$ cat src/rtl/vme_regbank_n.sv
`default_nettype none
// ============================================================================
// Module   : vme_regbank_n
// Purpose  : VME-side control register bank. NUM_REGS read/write registers of
//            REG_WIDTH bits, selected by a word address, with an optional
//            input pipeline on the write path and an optional output pipeline
//            on the read path. Flags accesses to unmapped addresses.
// Ports    : Clk, Rst          - clock, synchronous active-high reset
//            VMEAddr           - word address shared by read and write
//            VMEWrData         - write data (only low REG_WIDTH bits stored)
//            VMEWrMem/VMERdMem - one-cycle write/read request pulses
//            VMERdData         - read data, zero-extended to 32 bits
//            VMERdDone         - read acknowledge
//            VMEWrDone         - write acknowledge
//            VMEAddrErr        - pulses with the Done of an unmapped access
//            regs_o            - flat view of all register contents
//            wr_strobe_o       - one-hot pulse the cycle after a register load
// Revision : 1.0 - initial release
// ============================================================================
module vme_regbank_n #(
  parameter int NUM_REGS   = 4,
  parameter int REG_WIDTH  = 8,
  parameter int ADDR_WIDTH = 2,
  parameter logic [NUM_REGS*REG_WIDTH-1:0] RESET_VALUES = '0,
  parameter int IN_PIPE    = 1,
  parameter int OUT_PIPE   = 1
) (
  input  logic                          Clk,
  input  logic                          Rst,
  input  logic [ADDR_WIDTH-1:0]         VMEAddr,
  input  logic [31:0]                   VMEWrData,
  input  logic                          VMEWrMem,
  input  logic                          VMERdMem,
  output logic [31:0]                   VMERdData,
  output logic                          VMERdDone,
  output logic                          VMEWrDone,
  output logic                          VMEAddrErr,
  output logic [NUM_REGS*REG_WIDTH-1:0] regs_o,
  output logic [NUM_REGS-1:0]           wr_strobe_o
);

  // --------------------------------------------------------------------------
  // Write request, optionally delayed by one edge
  // --------------------------------------------------------------------------
  logic                  w_wr_req;
  logic [ADDR_WIDTH-1:0] w_wr_addr;
  logic [REG_WIDTH-1:0]  w_wr_data;

  generate
    if (IN_PIPE != 0) begin : g_in_pipe
      logic                  r_wr_req;
      logic [ADDR_WIDTH-1:0] r_wr_addr;
      logic [REG_WIDTH-1:0]  r_wr_data;

      always_ff @(posedge Clk) begin
        if (Rst) begin
          r_wr_req  <= 1'b0;
          r_wr_addr <= '0;
          r_wr_data <= '0;
        end else begin
          r_wr_req  <= VMEWrMem;
          r_wr_addr <= VMEAddr;
          r_wr_data <= VMEWrData[REG_WIDTH-1:0];
        end
      end

      assign w_wr_req  = r_wr_req;
      assign w_wr_addr = r_wr_addr;
      assign w_wr_data = r_wr_data;
    end else begin : g_no_in_pipe
      assign w_wr_req  = VMEWrMem;
      assign w_wr_addr = VMEAddr;
      assign w_wr_data = VMEWrData[REG_WIDTH-1:0];
    end
  endgenerate

  // Upper write-data bits are deliberately discarded.
  generate
    if (REG_WIDTH < 32) begin : g_wdata_unused
      logic w_unused_wdata;
      assign w_unused_wdata = ^VMEWrData[31:REG_WIDTH];
    end
  endgenerate

  // Addresses are widened to 32 bits so the range check also works when
  // 2**ADDR_WIDTH is larger than NUM_REGS.
  logic w_wr_hit;
  assign w_wr_hit = (32'(w_wr_addr) < NUM_REGS);

  // --------------------------------------------------------------------------
  // Register file and per-register write strobes
  // --------------------------------------------------------------------------
  logic [NUM_REGS-1:0]           w_wr_sel;
  logic [NUM_REGS-1:0]           r_wr_strobe;
  logic [NUM_REGS*REG_WIDTH-1:0] w_regs;

  generate
    for (genvar gi = 0; gi < NUM_REGS; gi++) begin : g_reg
      logic [REG_WIDTH-1:0] r_reg;

      assign w_wr_sel[gi] = w_wr_req && w_wr_hit && (32'(w_wr_addr) == 32'(gi));

      always_ff @(posedge Clk) begin
        if (Rst) begin
          r_reg <= RESET_VALUES[gi*REG_WIDTH +: REG_WIDTH];
        end else if (w_wr_sel[gi]) begin
          r_reg <= w_wr_data;
        end
      end

      assign w_regs[gi*REG_WIDTH +: REG_WIDTH] = r_reg;
    end
  endgenerate

  // Write acknowledge, error and strobe are all set at the commit edge, so
  // they appear together in the following cycle.
  logic r_wr_done;
  logic r_wr_err;

  always_ff @(posedge Clk) begin
    if (Rst) begin
      r_wr_done   <= 1'b0;
      r_wr_err    <= 1'b0;
      r_wr_strobe <= '0;
    end else begin
      r_wr_done   <= w_wr_req;
      r_wr_err    <= w_wr_req && !w_wr_hit;
      r_wr_strobe <= w_wr_sel;
    end
  end

  // --------------------------------------------------------------------------
  // Read path: live address, current register contents, no write forwarding
  // --------------------------------------------------------------------------
  logic [31:0] w_rd_dat;
  logic        w_rd_err;

  always_comb begin
    w_rd_dat = '0;
    for (int i = 0; i < NUM_REGS; i++) begin
      if (32'(VMEAddr) == 32'(i)) begin
        w_rd_dat = 32'(w_regs[i*REG_WIDTH +: REG_WIDTH]);
      end
    end
  end

  assign w_rd_err = VMERdMem && !(32'(VMEAddr) < NUM_REGS);

  logic w_rd_err_out;

  generate
    if (OUT_PIPE != 0) begin : g_out_pipe
      logic        r_rd_done;
      logic        r_rd_err;
      logic [31:0] r_rd_data;

      // Data is only loaded on a read so it holds between acknowledges.
      always_ff @(posedge Clk) begin
        if (Rst) begin
          r_rd_done <= 1'b0;
          r_rd_err  <= 1'b0;
          r_rd_data <= '0;
        end else begin
          r_rd_done <= VMERdMem;
          r_rd_err  <= w_rd_err;
          if (VMERdMem) begin
            r_rd_data <= w_rd_dat;
          end
        end
      end

      assign VMERdDone    = r_rd_done;
      assign VMERdData    = r_rd_data;
      assign w_rd_err_out = r_rd_err;
    end else begin : g_no_out_pipe
      // Data is gated by the request so the bus reads zero when idle.
      assign VMERdDone    = VMERdMem;
      assign VMERdData    = VMERdMem ? w_rd_dat : 32'd0;
      assign w_rd_err_out = w_rd_err;
    end
  endgenerate

  // --------------------------------------------------------------------------
  // Outputs
  // --------------------------------------------------------------------------
  assign VMEWrDone   = r_wr_done;
  assign VMEAddrErr  = r_wr_err | w_rd_err_out;
  assign regs_o      = w_regs;
  assign wr_strobe_o = r_wr_strobe;

endmodule
`default_nettype wire

$ cat config.mk
export PLATFORM = sky130hd
export DESIGN_NAME = vme_regbank_n
export DESIGN_NICKNAME = d
export VERILOG_FILES = /design/src/rtl/vme_regbank_n.sv
export SDC_FILE = /design/constraint.sdc
export NUM_CORES = 1
export LEC_CHECK = 0
export CAP_MARGIN = 15
export CORE_UTILIZATION = 40
export DETAILED_ROUTE_END_ITERATION = 6
export GPL_TIMING_DRIVEN = 1
export PLACE_DENSITY = 0.87
export SYNTH_ARGS = -nofsm -noshare
export SYNTH_HDL_FRONTEND = slang
export SYNTH_SLANG_ARGS = --single-unit
$ cat constraint.sdc
create_clock -name Clk -period 1.68 [get_ports Clk]
set_clock_uncertainty 0.15 [all_clocks]
set_input_delay 0.168 -clock Clk [delete_from_list [all_inputs] [get_ports Clk]]
set_output_delay 0.168 -clock Clk [all_outputs]
set_load 0.02 [all_outputs]
==> impl_metrics.env <==
export IMPL_outcome="finished clean"
export IMPL_p_per_area_nw_per_um2=903
export IMPL_hpwl_microns=3180
export IMPL_nNetsFinal=318
export IMPL_track_usage=0.174
export IMPL_ys_types=18
export IMPL_timing_worst_setup_path_type="flip-flop to output port"
export IMPL_num_antenna_cells=0
export IMPL_ctsHoldBuffers=0
export IMPL_grt_max_degree=58
export IMPL_min_path_type="input port to flip-flop"
export IMPL_maxCapViolCount=0
export IMPL_drcViolationCount=0
export IMPL_pre_cts_ws_ps=-130
export IMPL_cts_path_max_buffers=2
export IMPL_critPathArrivalTime_ps=1320
export IMPL_core_sq_um=5470
export IMPL_area_growth_pct=36.4
export IMPL_clockRootBuffer="clkbuf_8"
export IMPL_setup_violations=0
export IMPL_hold_viol_final=0
export IMPL_crit_buf_inv=1
export IMPL_vias_per_cell=4.57
export IMPL_vias=1632
export IMPL_yosysWarnings=0
export IMPL_layout_drive_gt1_share=0.130
export IMPL_place_inst=341
export IMPL_worstReg2RegStart="g_in_pipe.r_wr_req$_SDFF_PP0_"
export IMPL_ioPinCount=109
export IMPL_tritoncts="built"
export IMPL_start_util=0.414
export IMPL_drt_pass1_iterations=4
export IMPL_fmax_ghz=0.611
export IMPL_peakVddDrop_v=0.000566
export IMPL_cts_made_buffers=9
export IMPL_cts_htree_levels=3
export IMPL_synthCells=214
export IMPL_setup_tns_ps=0
export IMPL_leakage_nw=1.55
export IMPL_synth_seq_cells=57
export IMPL_crit_chain="clkdlybuf4s50_1"
export IMPL_min_path_cells=3
export IMPL_rsz0062_at_grt="false"
export IMPL_grt_ovfl_total=0
export IMPL_cp_max_fo=3
export IMPL_setup_slack_ps=44.7
export IMPL_syn_cell_area_sq_um=2260
export IMPL_ys_seq_area_frac=0.504
export IMPL_crit_required_ps=1360
export IMPL_post_cts_buffers=0
export IMPL_grt_pass1_vias=1522
export IMPL_grt_pass1_wl_microns=7530
export IMPL_wire_per_inst_microns=13.3
export IMPL_r2r_slack_ps=350
export IMPL_die_y_microns=77.2
export IMPL_hold_end="VMERdData[0]$_SDFFE_PP0P_"
export IMPL_port_buffers=59
export IMPL_rows=27
export IMPL_antenna_found_initial=0
export IMPL_path_clk_slew_ps=60
export IMPL_clock_latency_ps=340
export IMPL_crit_family="buffers and inverters"
export IMPL_ff2ff_path_depth=4
export IMPL_gp_congestion=0.727
export IMPL_die_w_microns=77.2
export IMPL_crit_slowest_cell="clkdlybuf4s50_1"
export IMPL_avgSynthCellArea_sq_um=10.6
export IMPL_die_area_sq_um=5960
export IMPL_largest_reg_flops=32
export IMPL_slew_viol_final=0
export IMPL_drt_iter0_markers=43
export IMPL_final_cells=357
export IMPL_crit_cells=1
export IMPL_ctsResizeCount=0
export IMPL_wl_microns=4750
export IMPL_slowest_delay_ps=620
export IMPL_clock_sinks=57
export IMPL_ant_nets=0
export IMPL_end_kind="output port"
export IMPL_finalCritPeriodShare=0.973
export IMPL_period_needed_ps=1640
export IMPL_r2r_end="g_reg[0].r_reg[5]$_SDFFE_PP0P_"
export IMPL_min_from="Rst"
export IMPL_worst_setup_path_start_kind="flip-flop"
[cell usage after synthesis, drive strengths merged]
cell    instances  area share
a21oi           8       0.018
nor3b           1      0.0033
nand3           1      0.0022
clkbuf          4      0.0066
nor2b          14       0.040
mux2i          32        0.14
buf            34        0.11
and3            1      0.0028
conb            1      0.0017
dfxtp          57        0.50
nor2           35       0.058
mux4            8       0.080
nand3b          2      0.0066
nand2          16       0.027
[per-layer routing]
metal  wire length [microns]  global-route usage  vias to the layer above  part of all wire
li1                        -                   -                      789                 -
met1                    2090               0.208                      776              0.44
met2                    2280               0.271                       55              0.48
met3                     293              0.0690                       12             0.062
met4                      84              0.0830                        0             0.018
met5                       0                   0                        -                 0
[where the power goes]
part / internal, mW / switching [mW]
clock: 0.606 / 0.531
sequential: 1.38 / 0.0244
combinational: 0.107 / 0.140
[how the worst max path moves through the flow]
stage	from	slack (ps)	end
finish	g_reg[3].r_reg[0]$_SDFFE_PP0P_	40	regs_o[24]
global route	VMERdData[0]$_SDFFE_PP0P_	2	VMERdData[0]
CTS	g_reg[1].r_reg[1]$_SDFFE_PP0P_	10	regs_o[9]
detailed placement	VMEAddr[1]	-130	VMERdData[3]$_SDFFE_PP0P_
global placement	VMEAddr[1]	-110	VMERdData[3]$_SDFFE_PP0P_
floorplan	g_reg[3].r_reg[0]$_SDFFE_PP0P_	400	VMERdData[0]$_SDFFE_PP0P_
[per-stage QoR]
step / instance area (sq um) / hold WS, ps / util / total power, mW
floorplan: 2350 / 146 / - / 1.63
CTS: 3050 / 120 / 0.558 / 2.82
global placement: 2870 / 312 / 0.525 / 1.68
global route: 3090 / 134 / 0.564 / 2.92
finish: 3090 / 121 / 0.564 / 2.79
detailed placement: 2870 / 319 / 0.525 / 1.68
[layout make-up]
type                       instances  area [sq um]
multi-input combinational        143           955
timing repair buffer              69           721
fill                             479          2380
clock inverter                     5          30.0
clock buffer                      11           151
sequential                        57          1140
tap                               72          90.1
[placed cells by master, fill, tap and decap left out, drive strengths merged, types with 2 or more instances in the layout]
| cell type | instances |
|---|---|
| nand2 | 16 |
| clkinv | 3 |
| mux4 | 8 |
| dfxtp | 57 |
| nor2b | 14 |
| clkdlybuf4s50 | 44 |
| clkinvlp | 2 |
| dlymetal6s2s | 14 |
| mux2i | 32 |
| nor2 | 35 |
| a21oi | 8 |
| conb | 25 |
| clkbuf | 11 |
| nand3b | 2 |
| buf | 11 |
[logic make-up (layout without fill, tap and decap cells)]
kind of cell           after synthesis  after routing  share of synthesized area
AOI/OAI and AO/OA                    8              8                     0.0177
and+or+nand+nor                     70             70                      0.139
other                                1             25                    0.00166
DFF                                 57             57                      0.504
muxes                               40             40                      0.221
buffers and inverters               38             85                      0.116
(Power assumes the default switching activity.)
